--- src/rtl/trace_dumper_pkg.sv ---
// trace_dumper shared definitions.
// Register map, FSM encoding and bank helpers.
package trace_dumper_pkg;

  localparam logic [3:0] REG_CTRL  = 4'h0;
  localparam logic [3:0] REG_BANKS = 4'h4;
  localparam logic [3:0] REG_COUNT = 4'h8;
  localparam logic [3:0] REG_SENT  = 4'hC;

  localparam logic [7:0] SYNC_BYTE  = 8'hA5;
  localparam int unsigned MAX_COUNT  = 1024;
  localparam int unsigned BANK_SHIFT = 12;

  typedef enum logic [2:0] {
    ST_IDLE,
    ST_HDR_SYNC,
    ST_HDR_BANK,
    ST_REQ,
    ST_SEND,
    ST_NEXT
  } state_t;

  // {found, bank}: lowest enabled bank >= from
  function automatic logic [2:0] find_bank(
    input logic [3:0] mask,
    input logic [2:0] from
  );
    logic [2:0] r;
    r = 3'b000;
    for (int b = 3; b >= 0; b--) begin
      if (mask[b] && (3'(b) >= from))
        r = {1'b1, 2'(b)};
    end
    return r;
  endfunction

  function automatic logic [10:0] clamp_count(
    input logic [10:0] v
  );
    return (v > 11'(MAX_COUNT)) ? 11'(MAX_COUNT) : v;
  endfunction

endpackage

--- src/rtl/trace_dumper_ser.sv ---
// trace_word_ser: 32-bit word to 4 bytes,
// MSB first, on a valid/ready port.
module trace_word_ser (
  input  logic        clk,
  input  logic        rst,
  input  logic        clr,
  input  logic        load,
  input  logic [31:0] word,
  input  logic        ready,
  output logic        valid,
  output logic [7:0]  data,
  output logic        last
);

  logic [31:0] sh;
  logic [1:0]  idx;

  assign data = sh[31:24];
  assign last = valid & ready & (idx == 2'd3);

  // shift out one byte per accepted handshake
  always_ff @(posedge clk) begin
    if (rst || clr) begin
      sh    <= 32'd0;
      idx   <= 2'd0;
      valid <= 1'b0;
    end else if (load) begin
      sh    <= word;
      idx   <= 2'd0;
      valid <= 1'b1;
    end else if (valid && ready) begin
      idx <= idx + 2'd1;
      if (idx == 2'd3)
        valid <= 1'b0;
      else
        sh <= {sh[23:0], 8'h00};
    end
  end

endmodule

--- src/rtl/trace_dumper.sv ---
// trace_dumper: reads logger banks over a
// Wishbone master and streams framed bytes.
module trace_dumper
  import trace_dumper_pkg::*;
#(
  parameter logic [31:0] BASE_ADR = 32'h0000_0000
) (
  input  logic        wb_clk_i,
  input  logic        wb_rst_i,
  input  logic [3:2]  wbs_adr_i,
  input  logic [31:0] wbs_dat_i,
  input  logic [3:0]  wbs_sel_i,
  input  logic        wbs_we_i,
  input  logic        wbs_cyc_i,
  input  logic        wbs_stb_i,
  output logic [31:0] wbs_dat_o,
  output logic        wbs_ack_o,
  output logic        wbs_err_o,
  output logic        wbs_rty_o,
  output logic [31:0] wbm_adr_o,
  output logic [3:0]  wbm_sel_o,
  output logic        wbm_we_o,
  output logic        wbm_cyc_o,
  output logic        wbm_stb_o,
  input  logic [31:0] wbm_dat_i,
  input  logic        wbm_ack_i,
  input  logic        wbm_err_i,
  output logic [7:0]  tx_data_o,
  output logic        tx_valid_o,
  input  logic        tx_ready_i
);

  logic [3:0]  off;
  logic        wr, start_w, abort_w;
  logic        ack_q;
  logic [3:0]  mask_q, run_mask;
  logic [10:0] count_q, run_count;
  state_t      state;
  logic [1:0]  bank;
  logic [10:0] widx, widx_nx;
  logic        busy, done, err;
  logic [12:0] sent;
  logic        cyc_q;
  logic [31:0] adr_q;
  logic        hdr_valid;
  logic [7:0]  hdr_data;
  logic [2:0]  first, nb;
  logic        ser_valid, ser_last, ser_load;
  logic [7:0]  ser_data;
  logic        unused;

  assign unused = ^{wbs_sel_i, wbs_dat_i[31:11]};

  assign off     = {wbs_adr_i, 2'b00};
  assign wr      = wbs_cyc_i & wbs_stb_i
                 & wbs_we_i & ~ack_q;
  assign abort_w = wr & (off == REG_CTRL)
                 & wbs_dat_i[1];
  assign start_w = wr & (off == REG_CTRL)
                 & wbs_dat_i[0] & ~wbs_dat_i[1];

  assign first   = find_bank(mask_q, 3'd0);
  assign nb      = find_bank(run_mask,
                             {1'b0, bank} + 3'd1);
  assign widx_nx = widx + 11'd1;

  assign ser_load = (state == ST_REQ) & wbm_ack_i
                  & ~wbm_err_i & ~abort_w;

  assign wbs_ack_o  = ack_q;
  assign wbs_err_o  = 1'b0;
  assign wbs_rty_o  = 1'b0;
  assign wbm_adr_o  = adr_q;
  assign wbm_sel_o  = 4'hf;
  assign wbm_we_o   = 1'b0;
  assign wbm_cyc_o  = cyc_q;
  assign wbm_stb_o  = cyc_q;
  assign tx_valid_o = hdr_valid | ser_valid;
  assign tx_data_o  = hdr_valid ? hdr_data
                                : ser_data;

  function automatic logic [31:0] word_adr(
    input logic [1:0] b,
    input logic [9:0] i
  );
    return BASE_ADR
         + ({30'd0, b} << BANK_SHIFT)
         + {20'd0, i, 2'b00};
  endfunction

  // register read mux
  always_comb begin
    wbs_dat_o = 32'd0;
    unique case (1'b1)
      off == REG_CTRL:
        wbs_dat_o = {29'd0, err, done, busy};
      off == REG_BANKS:
        wbs_dat_o = {28'd0, mask_q};
      off == REG_COUNT:
        wbs_dat_o = {21'd0, count_q};
      default:
        wbs_dat_o = {19'd0, sent};
    endcase
  end

  // slave ack pulse and config registers
  always_ff @(posedge wb_clk_i) begin
    if (wb_rst_i) begin
      ack_q   <= 1'b0;
      mask_q  <= 4'hf;
      count_q <= 11'(MAX_COUNT);
    end else begin
      ack_q <= wbs_cyc_i & wbs_stb_i & ~ack_q;
      if (wr && off == REG_BANKS)
        mask_q <= wbs_dat_i[3:0];
      if (wr && off == REG_COUNT)
        count_q <= clamp_count(wbs_dat_i[10:0]);
    end
  end

  // dump sequencer, bus master and status
  always_ff @(posedge wb_clk_i) begin
    if (wb_rst_i) begin
      state     <= ST_IDLE;
      bank      <= 2'd0;
      widx      <= 11'd0;
      run_mask  <= 4'd0;
      run_count <= 11'd0;
      busy      <= 1'b0;
      done      <= 1'b0;
      err       <= 1'b0;
      sent      <= 13'd0;
      cyc_q     <= 1'b0;
      adr_q     <= 32'd0;
      hdr_valid <= 1'b0;
      hdr_data  <= 8'd0;
    end else if (abort_w) begin
      if (ser_last)
        sent <= sent + 13'd1;
      state     <= ST_IDLE;
      cyc_q     <= 1'b0;
      hdr_valid <= 1'b0;
      busy      <= 1'b0;
      done      <= 1'b0;
    end else begin
      if (ser_last)
        sent <= sent + 13'd1;
      unique case (state)
        ST_IDLE: begin
          if (start_w) begin
            done      <= 1'b0;
            err       <= 1'b0;
            sent      <= 13'd0;
            busy      <= 1'b1;
            run_mask  <= mask_q;
            run_count <= count_q;
            widx      <= 11'd0;
            if (first[2] && count_q != 11'd0) begin
              bank      <= first[1:0];
              hdr_valid <= 1'b1;
              hdr_data  <= SYNC_BYTE;
              state     <= ST_HDR_SYNC;
            end else begin
              bank  <= 2'd0;
              state <= ST_NEXT;
            end
          end
        end
        ST_HDR_SYNC: begin
          if (tx_ready_i) begin
            hdr_data <= {6'd0, bank};
            state    <= ST_HDR_BANK;
          end
        end
        ST_HDR_BANK: begin
          if (tx_ready_i) begin
            hdr_valid <= 1'b0;
            cyc_q     <= 1'b1;
            adr_q     <= word_adr(bank, widx[9:0]);
            state     <= ST_REQ;
          end
        end
        ST_REQ: begin
          if (wbm_err_i) begin
            cyc_q <= 1'b0;
            err   <= 1'b1;
            busy  <= 1'b0;
            state <= ST_IDLE;
          end else if (wbm_ack_i) begin
            cyc_q <= 1'b0;
            state <= ST_SEND;
          end
        end
        ST_SEND: begin
          if (ser_last) begin
            if (widx_nx < run_count) begin
              widx  <= widx_nx;
              cyc_q <= 1'b1;
              adr_q <= word_adr(bank, widx_nx[9:0]);
              state <= ST_REQ;
            end else begin
              state <= ST_NEXT;
            end
          end
        end
        ST_NEXT: begin
          if (nb[2] && run_count != 11'd0) begin
            bank      <= nb[1:0];
            widx      <= 11'd0;
            hdr_valid <= 1'b1;
            hdr_data  <= SYNC_BYTE;
            state     <= ST_HDR_SYNC;
          end else begin
            busy  <= 1'b0;
            done  <= 1'b1;
            state <= ST_IDLE;
          end
        end
        default: state <= ST_IDLE;
      endcase
    end
  end

  trace_word_ser u_ser (
    .clk   (wb_clk_i),
    .rst   (wb_rst_i),
    .clr   (abort_w),
    .load  (ser_load),
    .word  (wbm_dat_i),
    .ready (tx_ready_i),
    .valid (ser_valid),
    .data  (ser_data),
    .last  (ser_last)
  );

endmodule
--- config.mk ---
export PLATFORM = sky130hd
export DESIGN_NAME = trace_dumper
export DESIGN_NICKNAME = d
export VERILOG_FILES = /design/src/rtl/trace_dumper_pkg.sv /design/src/rtl/trace_dumper_ser.sv /design/src/rtl/trace_dumper.sv
export SDC_FILE = /design/constraint.sdc
export NUM_CORES = 1
export LEC_CHECK = 0
export ABC_AREA = 1
export CELL_PAD_IN_SITES_DETAIL_PLACEMENT = 0
export CELL_PAD_IN_SITES_GLOBAL_PLACEMENT = 1
export CORE_MARGIN = 1
export CORE_UTILIZATION = 34
export CTS_CLUSTER_DIAMETER = 200
export DETAILED_ROUTE_END_ITERATION = 6
export GPL_ROUTABILITY_DRIVEN = 1
export PLACE_DENSITY = 0.77
export SLEW_MARGIN = 25
export SYNTH_ARGS = -nofsm -noshare
export SYNTH_HDL_FRONTEND = slang
export SYNTH_SLANG_ARGS = --single-unit
--- constraint.sdc ---
create_clock -name wb_clk_i -period 3.3 [get_ports wb_clk_i]
set_input_delay 0.33 -clock wb_clk_i [delete_from_list [all_inputs] [get_ports wb_clk_i]]
set_output_delay 0.33 -clock wb_clk_i [all_outputs]
set_load 0.005 [all_outputs]
==> results of run 1 <==
cell families (layout without fill, tap and decap cells):
group | Yosys count | in the layout | synth area share (%)
adders and majority gates | 14 | 14 | 2.80
buffers and inverters | 184 | 237 | 14.6
other | 2 | 46 | 0.120
and+or+nand+nor | 438 | 438 | 30.3
muxes | 1 | 1 | 0.160
AOI/OAI and AO/OA | 158 | 158 | 13.9
xor gates and xnor gates | 12 | 12 | 1.68
DFF | 114 | 114 | 36.5
cells in the mapped netlist (5+ instances only):
| cell type | n | area, µm² |
|---|---|---|
| ha_1 | 14 | 175 |
| a31oi_1 | 24 | 150 |
| buf_4 | 47 | 353 |
| a21oi_1 | 59 | 295 |
| inv_1 | 97 | 364 |
| nor3_1 | 9 | 45.0 |
| xor2_1 | 11 | 96.3 |
| nand2_1 | 254 | 953 |
| nor2_1 | 93 | 349 |
| o211ai_1 | 6 | 45.0 |
| nand3_1 | 49 | 245 |
| clkbuf_1 | 17 | 63.8 |
| nor2_4 | 5 | 56.3 |
| buf_2 | 10 | 50.1 |
| dfxtp_1 | 114 | 2280 |
| o21ai_0 | 60 | 300 |
| inv_2 | 7 | 26.3 |
| nand4_1 | 6 | 37.5 |
layout by cell type, fill, tap and decap left out, types with 3 or more instances in the layout:
master           instances
a21oi_1                 59
a31oi_1                 24
buf_4                   11
bufinv_16                3
clkbuf_16               17
clkdlybuf4s50_1         89
clkinv_4                 5
conb_1                  46
dfxtp_1                114
ha_1                    14
inv_1                   97
inv_2                    7
inv_6                    8
nand2_1                254
nand2_4                  4
nand3_1                 49
nand3_2                  3
nand4_1                  6
nor2_1                  93
nor2_2                   3
nor2_4                   5
nor3_1                   9
o2111ai_1                4
o211ai_1                 6
o21ai_0                 60
xor2_1                  11
worst min-delay path by stage:
stage / start / to / slack, ns / cells past startpoint
after global placement: run_mask[1]$_SDFFE_PP0P_ / run_mask[1]$_SDFFE_PP0P_ / 0.44 / 2
after detailed placement: run_mask[2]$_SDFFE_PP0P_ / run_mask[2]$_SDFFE_PP0P_ / 0.44 / 2
after CTS: wbm_dat_i[5] / u_ser.sh[5]$_SDFFE_PP0P_ / 0.45 / 3
final: run_mask[2]$_SDFFE_PP0P_ / run_mask[2]$_SDFFE_PP0P_ / 0.45 / 2
after global routing: wbm_dat_i[7] / u_ser.sh[7]$_SDFFE_PP0P_ / 0.46 / 3
after floorplan: wb_rst_i / wbm_adr_o[13]$_SDFFE_PP0P_ / 0.40 / 1
registers in the layout (all words and copies together) (netlist names), 3 cells and up:
register   count
count_q       11
hdr_data       3
mask_q         4
run_count     11
run_mask       3
sent          13
state          3
u_ser.sh      32
wbm_adr_o     12
widx          11
worst max-delay path: stages (launching register included):
cell and delay, ns:
dfxtp_1 0.36, ha_1 0.17, nand2_1 0.09, nor2_1 0.21, nand2_1 0.12, nor2_1 0.14
xor2_1 0.22, ha_1 0.28, a21o_1 0.18, nor2_1 0.13, nand4_1 0.17, nand2_1 0.17
buf_4 0.19, and3_1 0.18, nor2_1 0.05
where the power goes:
group          switching, mW  internal, mW  total, mW  leakage, nW
logic                  0.349         0.234      0.583         2.11
registers             0.0459          1.43       1.47        0.920
clock network          0.733          1.21       1.94        0.304
cell type report:
type	count	area, µm²	area share, %
repair buffers	100	973	12.5
multi-input cells	669	3220	41.4
flip-flops and latches	114	2280	29.3
inverters	105	399	5.13
well taps	229	287	3.68
clock inverters	15	195	2.51
clock buffers	17	425	5.47
metal layers:
| metal | up-vias | part of all wire (%) | track usage [%] |
|---|---|---|---|
| met4 | 0 | 1.4 | 5.25 |
| li1 | 3045 | - | - |
| met5 | - | 0 | 0 |
| met2 | 99 | 46 | 28.1 |
| met1 | 2531 | 49 | 22.8 |
| met3 | 16 | 3.6 | 4.23 |
stage by stage:
stage          cell area (µm²)  power, mW  hold WS (ns)
5_1_grt                   7780       4.21         0.463
4_1_cts                   7780       4.05         0.449
3_3_place_gp              7160       2.09         0.436
2_1_floorplan             6410       1.92         0.399
6_report                  7780       4.00         0.446
3_5_place_dp              7160       2.09         0.441
==> run metrics, run 1 <==
area of the core about 18000 µm²; syn avg cell area ~6.8 µm²; CP Launch Point widx[0]$_SDFFE_PP0P_; Placed Cells approximately 1200; GPL Wtd Cong approximately 0.84; Avg Vias per Cell ~4.6; final-report max-slew violation count 0; cell area after synthesis 6250 µm²; maximum net fanout on the critical path 10; Syn-to-layout area delta 24.6%; power density over cell area ~500 nW/µm²; #FFs+latches synth ~110; WL per Instance 12.4 µm; cts repair resizes 0; antenna-violating nets left 0; share of cells above drive strength 1 under 10%; CTS Sinks about 110; Num CTS Buffers 17; GRT Resource Usage Total 17.4%; antenna fix cells 0; library cells used by synthesis 39; die height 138 µm; setup TNS 0 ns; main flop type after synthesis dfxtp_1; sequential fraction of the synthesis area a little over a third; setup bufs post-CTS 0; post-DP HPWL roughly 12000 µm; I/O pin total between 150 and 200; fmax 0.364 GHz; clock skew around 0.0093 ns; routed via count approximately 5700; Clock H-tree levels 4; global-route wire length before repair approximately 25000 µm; final setup violating endpoints 0; crit end category flip-flop; die area about 19000 µm²; largest net degree at the start of global routing 43; Layout fillers between 1500 and 2000; die width 138 µm; final hold vios 0; flop2flop setup slack 0.55 ns; CP Launch Type flip-flop; vias in the first global route roughly 5100; status complete, no violations; gr ovfl total 0; relative slew slack roughly three fifths; CTS tree done; RR Endpoint wbm_adr_o[4]$_SDFFE_PP0P_; Required @ worst endpoint 3.61 ns; clk_lat worst skew 0.42 ns; number of synthesized flops with an enable pin 0; First-pass DRT Iterations 4; worst setup margin roughly 0.55 ns; Async S/R FF share, synth 0%; Root Buffer clkbuf_16; Yosys warnings 0; clk slew on worst S/H paths roughly 0.06 ns; Final Util a little over two fifths; Port Buffers approximately 90; worst path arrival time between 3 and 4 ns; WS Path Type reg2reg; row count a little under 50; clk buf depth 2; Max IR drop VDD around 0.33 mV; minimum clock period ~2.7 ns; worst slew pin tran 0.573 ns; Max-Cap Viols 0; fin nets approximately 1100; pre-CTS WS roughly 0.52 ns; # hold bufs at CTS 0; Routed WL approximately 16000 µm; Initial DRC Count 325; final period utilization a little over four fifths; number of antenna violations at the first check in global routing 0; CP Capture Point wbm_adr_o[4]$_SDFFE_PP0P_; RSZ-0062 raised after global routing false; initial core utilization about a third; leakage ~3.3 nW; Non-Filler Instances approximately 1200; worst hold path class reg2reg; reg2reg start widx[0]$_SDFFE_PP0P_; post-synthesis cell count 923; DRC viols 0; R2R depth 14
Note: power is estimated with default switching activity, not from simulation.
==> inputs of run 2 (changes only) <==
==> constraint.sdc (replaced) <==
create_clock -name wb_clk_i -period 2.85 [get_ports wb_clk_i]
set_input_delay 0.285 -clock wb_clk_i [delete_from_list [all_inputs] [get_ports wb_clk_i]]
set_output_delay 0.285 -clock wb_clk_i [all_outputs]
set_load 0.005 [all_outputs]
==> run metrics, run 2 (synthesis gave the netlist of run 1 again) <==
flop2flop setup slack 0.30 ns; GRT Resource Usage Total 17.6%; die width 138 µm; Required @ worst endpoint 3.16 ns; crit end category flip-flop; global-route wire length before repair 25700 µm; I/O pin total about 160; share of cells above drive strength 1 8.64%; final hold vios 0; GPL Wtd Cong just over 0.8; fmax just under 0.4 GHz; WS Path Type reg2reg; R2R depth 14; gr ovfl total 0; Final Util ~44%; Root Buffer clkbuf_16; # hold bufs at CTS 0; number of antenna violations at the first check in global routing 0; die height around 140 µm; RR Endpoint wbm_adr_o[4]$_SDFFE_PP0P_; Routed WL between 15000 and 20000 µm; Max IR drop VDD approximately 0.45 mV; leakage roughly 3.4 nW; final period utilization around 89%; clk buf depth 2; CP Capture Point wbm_adr_o[4]$_SDFFE_PP0P_; Biggest register u_ser.sh; clk slew on worst S/H paths 0.06 ns; Initial DRC Count about 270; Sequential Area about 2300 µm²; max reg flops 32; clk_lat worst skew around 0.42 ns; commonest non-fill, non-tap cell in the layout nand2_1; DRC viols 0; Layout fillers 1921; Non-Filler Instances between 1000 and 1500; worst path arrival time about 2.9 ns; reg2reg start widx[1]$_SDFFE_PP0P_; CP Launch Type flip-flop; Avg Vias per Cell approximately 4.6; power density over cell area 567 nW/µm²; Overall Power between 4 and 5 mW; First-pass DRT Iterations 4; CTS tree done; worst hold path class in2reg; most frequent cells in the layout 253 x nand2_1, 114 x dfxtp_1, 97 x inv_1; initial core utilization 34.8%; final-report max-slew violation count 0; row count between 40 and 50; maximum net fanout on the critical path 11; antenna fix cells 0; area of the core approximately 18000 µm²; Port Buffers 89; die area approximately 19000 µm²; WL per Instance about 13 µm; fin nets ~1100; post-DP HPWL approximately 12000 µm; Max-Cap Viols 0; status complete, no violations; Clock H-tree levels 4; CTS Sinks 114; area of the multi-input gates 3240 µm²; Placed Cells 1226; final setup violating endpoints 0; CP Launch Point widx[1]$_SDFFE_PP0P_; clock skew 0.00868 ns; Num CTS Buffers 17; minimum clock period 2.55 ns; Syn-to-layout area delta 25.7%; antenna-violating nets left 0; routed via count ~5800; vias in the first global route 5251; largest net degree at the start of global routing 38
==> run 2: changes by cell type in the layout (fill, tap and decap cells not counted), moves of 2 or more <==
cell,before,now
nor2_1,93,91
clkbuf_8,0,2
bufinv_16,3,1
buf_4,11,19
nor2_2,3,5
inv_6,8,4
clkinvlp_4,0,3
==> run 2: final cells by class <==
class | instances | area share [%]
Multi-Input combinational cell | 669 | 41.3
Timing Repair Buffer | 110 | 13.6
Sequential cell | 114 | 29.0
Clock inverter | 13 | 1.62
Inverter | 105 | 5.08
Tap cell | 229 | 3.65
Clock buffer | 19 | 5.77
==> run 2: worst max-delay path, cell delays in order (launching register included) <==
cell and delay [ns]:
dfxtp_1 0.37, ha_1 0.19, nand2_1 0.08, nor2_2 0.14, nand2_1 0.09, nor2_2 0.12, xor2_1 0.20, ha_1 0.28
a21o_1 0.18, nor2_1 0.13, nand4_1 0.15, nand2_2 0.15, buf_6 0.16, and3_1 0.17, nor2_1 0.05
==> run 2: routing by layer <==
layer	vias to the layer above	GRT usage (%)	share of wire, %
li1	3061	-	-
met1	2625	23.0	48
met2	109	28.5	47
met3	14	4.12	3.5
met4	0	5.62	1.2
met5	-	0	0
==> run 2: through the flow <==
| step | worst slack [ns] | TNS [ns] | cell area (µm²) | hold WS [ns] |
|---|---|---|---|---|
| 2_1_floorplan | 0.430 | 0 | 6410 | 0.354 |
| 3_3_place_gp | 0.253 | 0 | 7240 | 0.437 |
| 3_5_place_dp | 0.201 | 0 | 7240 | 0.444 |
| 4_1_cts | 0.155 | 0 | 7820 | 0.408 |
| 5_1_grt | -0.0311 | -0.0311 | 7860 | 0.420 |
| 6_report | 0.302 | 0 | 7860 | 0.417 |
==> run 2: how the worst min path moves through the flow <==
stage	startpoint	slack, ns	depth (start not counted)	end
4_1_cts	wbm_dat_i[5]	0.41	3	u_ser.sh[5]$_SDFFE_PP0P_
6_report	wbm_dat_i[5]	0.42	3	u_ser.sh[5]$_SDFFE_PP0P_
5_1_grt	wbm_dat_i[4]	0.42	3	u_ser.sh[4]$_SDFFE_PP0P_
2_1_floorplan	wb_rst_i	0.35	1	wbm_adr_o[13]$_SDFFE_PP0P_
3_3_place_gp	run_mask[1]$_SDFFE_PP0P_	0.44	2	run_mask[1]$_SDFFE_PP0P_
3_5_place_dp	run_mask[1]$_SDFFE_PP0P_	0.44	2	run_mask[1]$_SDFFE_PP0P_
==> run 2: power by group <==
group          internal [mW]  switching [mW]
Clock                   1.26           0.801
Sequential              1.65          0.0512
Combinational          0.286           0.412
==> run 2: timing repair <==
action / in CTS / in global routing
endpoints found under the setup margin: 0 / 25
endpoints found under the hold margin: 0 / 0
buffers inserted: 0 / 1
gates resized for setup: 0 / 8
==> inputs of run 3 (changes only) <==
--- a/config.mk
+++ b/config.mk
@@ -9,11 +9,11 @@
 export CELL_PAD_IN_SITES_DETAIL_PLACEMENT = 0
 export CELL_PAD_IN_SITES_GLOBAL_PLACEMENT = 1
 export CORE_MARGIN = 1
-export CORE_UTILIZATION = 34
+export CORE_UTILIZATION = 31
 export CTS_CLUSTER_DIAMETER = 200
 export DETAILED_ROUTE_END_ITERATION = 6
 export GPL_ROUTABILITY_DRIVEN = 1
-export PLACE_DENSITY = 0.77
+export PLACE_DENSITY = 0.74
 export SLEW_MARGIN = 25
 export SYNTH_ARGS = -nofsm -noshare
 export SYNTH_HDL_FRONTEND = slang
==> constraint.sdc (replaced) <==
create_clock -name wb_clk_i -period 2.08 [get_ports wb_clk_i]
set_input_delay 0.208 -clock wb_clk_i [delete_from_list [all_inputs] [get_ports wb_clk_i]]
set_output_delay 0.208 -clock wb_clk_i [all_outputs]
set_load 0.005 [all_outputs]
==> run metrics, run 3 (synthesis gave the netlist of run 1 again) <==
status complete, but fails checks; violated checks negative setup slack; Port Buffers roughly 90; WL per Instance around 13 µm; initial core utilization 31.9%; share of cells above drive strength 1 15.8%; Int Pwr roughly 4.5 mW; Routed WL between 15000 and 20000 µm; row count just over 50; leakage ~3.7 nW; I/O pin total between 150 and 200; relative slew slack about two fifths; Comb pwr share a little under a fifth; clk buf depth 2; number of antenna violations at the first check in global routing 0; fin nets between 1000 and 1500; switching portion of total power 30.5%; clk_lat worst skew 0.42 ns; Syn-to-layout area delta 35.5%; die width around 140 µm; crit-path cells ha_4 -> nand2_4 -> nor2_4 -> nand2_2 -> nor2_2 -> xor2_1 -> ha_1 -> a21o_1 -> nor2_2 -> nand4_1 -> nand2_2 -> buf_6 -> and3_1 -> nor2_1; Worst path slowest cell dfxtp_2; clock skew between 0.01 and 0.015 ns; post-DP HPWL approximately 13000 µm; fmax 0.417 GHz; GRT Resource Usage Total around 17%; worst path arrival time 2.71 ns; final-report max-slew violation count 0; worst slew pin tran around 0.9 ns; Required @ worst endpoint roughly 2.4 ns; routed via count 6042; most frequent cells in the layout 241 x nand2_1, 110 x dfxtp_1, 97 x inv_1; GPL Wtd Cong approximately 0.85; Area after DPL 7590 µm²; Num CTS Buffers 17; maximum net fanout on the critical path 6; vias in the first global route between 5000 and 6000; Max-Cap Viols 0; Max IR drop VDD approximately 0.53 mV; clk slew on worst S/H paths approximately 0.06 ns; Biggest register u_ser.sh; worst hold path class in2reg; pre-CTS WS -0.344 ns; sw power between 1.5 and 2 mW; Buffers & Inverters on Critical Path 1; power density over cell area 758 nW/µm²; commonest non-fill, non-tap cell in the layout nand2_1; worst setup margin -0.318 ns; WS Path Type reg2reg; CTS Sinks between 100 and 150; minimum clock period approximately 2.4 ns; clock network power share a little under half; First-pass DRT Iterations 4; RSZ-0062 raised after global routing true; CP Launch Type flip-flop; Reg power frac 36.4%; Top delay family on crit path simple AND/OR/NAND/NOR gates; Avg Vias per Cell about 4.5; DRC viols 0; largest net degree at the start of global routing 45; Largest stage delay, worst path ~0.36 ns; die area roughly 21000 µm²; Root Buffer clkbuf_16; final period utilization 115%; global-route wire length before repair 27500 µm; Clock H-tree levels 4; gr ovfl total 0; # hold bufs at CTS 0; max reg flops 32; die height around 140 µm; crit end category flip-flop; post-route cell area about 8500 µm²; final hold vios 0; final setup violating endpoints 26; antenna-violating nets left 0; antenna fix cells 0; Initial DRC Count 317; CTS tree done; area of the core between 15000 and 20000 µm²
==> run 3: cell types whose count changed in the layout (fill, tap and decap cells not counted), moves of 5 or more <==
cell / before / now
nand2_2: 2 / 12
nor2_1: 91 / 79
clkdlybuf4s50_1: 89 / 83
nand2_1: 253 / 241
dlymetal6s2s_1: 0 / 5
buf_4: 19 / 53
nor2_2: 5 / 16
==> run 3: final timing paths <==
check	from	end	slack, ns	depth (start not counted)
max	widx[1]$_SDFFE_PP0P_	wbm_adr_o[4]$_SDFFE_PP0P_	-0.32	14
min	wbm_dat_i[6]	u_ser.sh[6]$_SDFFE_PP0P_	0.34	3
min reg2reg	run_mask[1]$_SDFFE_PP0P_	run_mask[1]$_SDFFE_PP0P_	0.45	2
max reg2reg	widx[1]$_SDFFE_PP0P_	wbm_adr_o[4]$_SDFFE_PP0P_	-0.32	14
==> run 3: repair_timing <==
action,4_1_cts,5_1_grt
pin swaps,7,5
endpoints found under the setup margin,29,32
setup buffers,8,2
cloned,3,2
gates resized for setup,13,39
==> run 3: metal layers <==
metal | GRT usage (%) | vias to the layer above | share of wire [%]
met5 | 0 | - | 0
met3 | 3.74 | 12 | 4.0
li1 | - | 3169 | -
met1 | 21.8 | 2749 | 47
met4 | 5.10 | 0 | 1.0
met2 | 28.9 | 112 | 48
==> run 3: cell type report <==
class	count	area (µm²)
Fill cell	2085	11100
Multi-Input combinational cell	672	3460
Sequential cell	114	2290
Timing Repair Buffer	149	1410
Clock buffer	17	425
Inverter	105	399
Tap cell	265	332
Clock inverter	15	158
==> run 3: per-stage QoR <==
step	TNS, ns	hold WS, ns	instances	power, mW	util, %
2_1_floorplan	-2.49	0.277	967	3.08	-
3_3_place_gp	-5.76	0.436	1290	3.45	38.8
3_5_place_dp	-7.47	0.438	1290	3.46	38.8
4_1_cts	-6.26	0.321	1333	6.44	42.4
5_1_grt	-11.34	0.348	1337	6.74	43.2
6_report	-7.04	0.342	1337	6.42	43.2
==> run 3: power by group through the flow <==
stage / combinational, mW / clock, mW / sequential, mW
6_report: 1.18 / 2.91 / 2.34
4_1_cts: 1.13 / 2.97 / 2.34
3_5_place_dp: 1.08 / 0 / 2.38
3_3_place_gp: 1.07 / 0 / 2.38
2_1_floorplan: 0.713 / 0 / 2.36
5_1_grt: 1.32 / 3.06 / 2.35
==> run 3: worst reg2reg max path, stage by stage (launching register included) <==
cell and delay, ns:
dfxtp_2 0.36, ha_4 0.15, nand2_4 0.05, nor2_4 0.11, nand2_2 0.08, nor2_2 0.13, xor2_1 0.21, ha_1 0.28
a21o_1 0.17, nor2_2 0.09, nand4_1 0.13, nand2_2 0.19, buf_6 0.16, and3_1 0.15, nor2_1 0.04
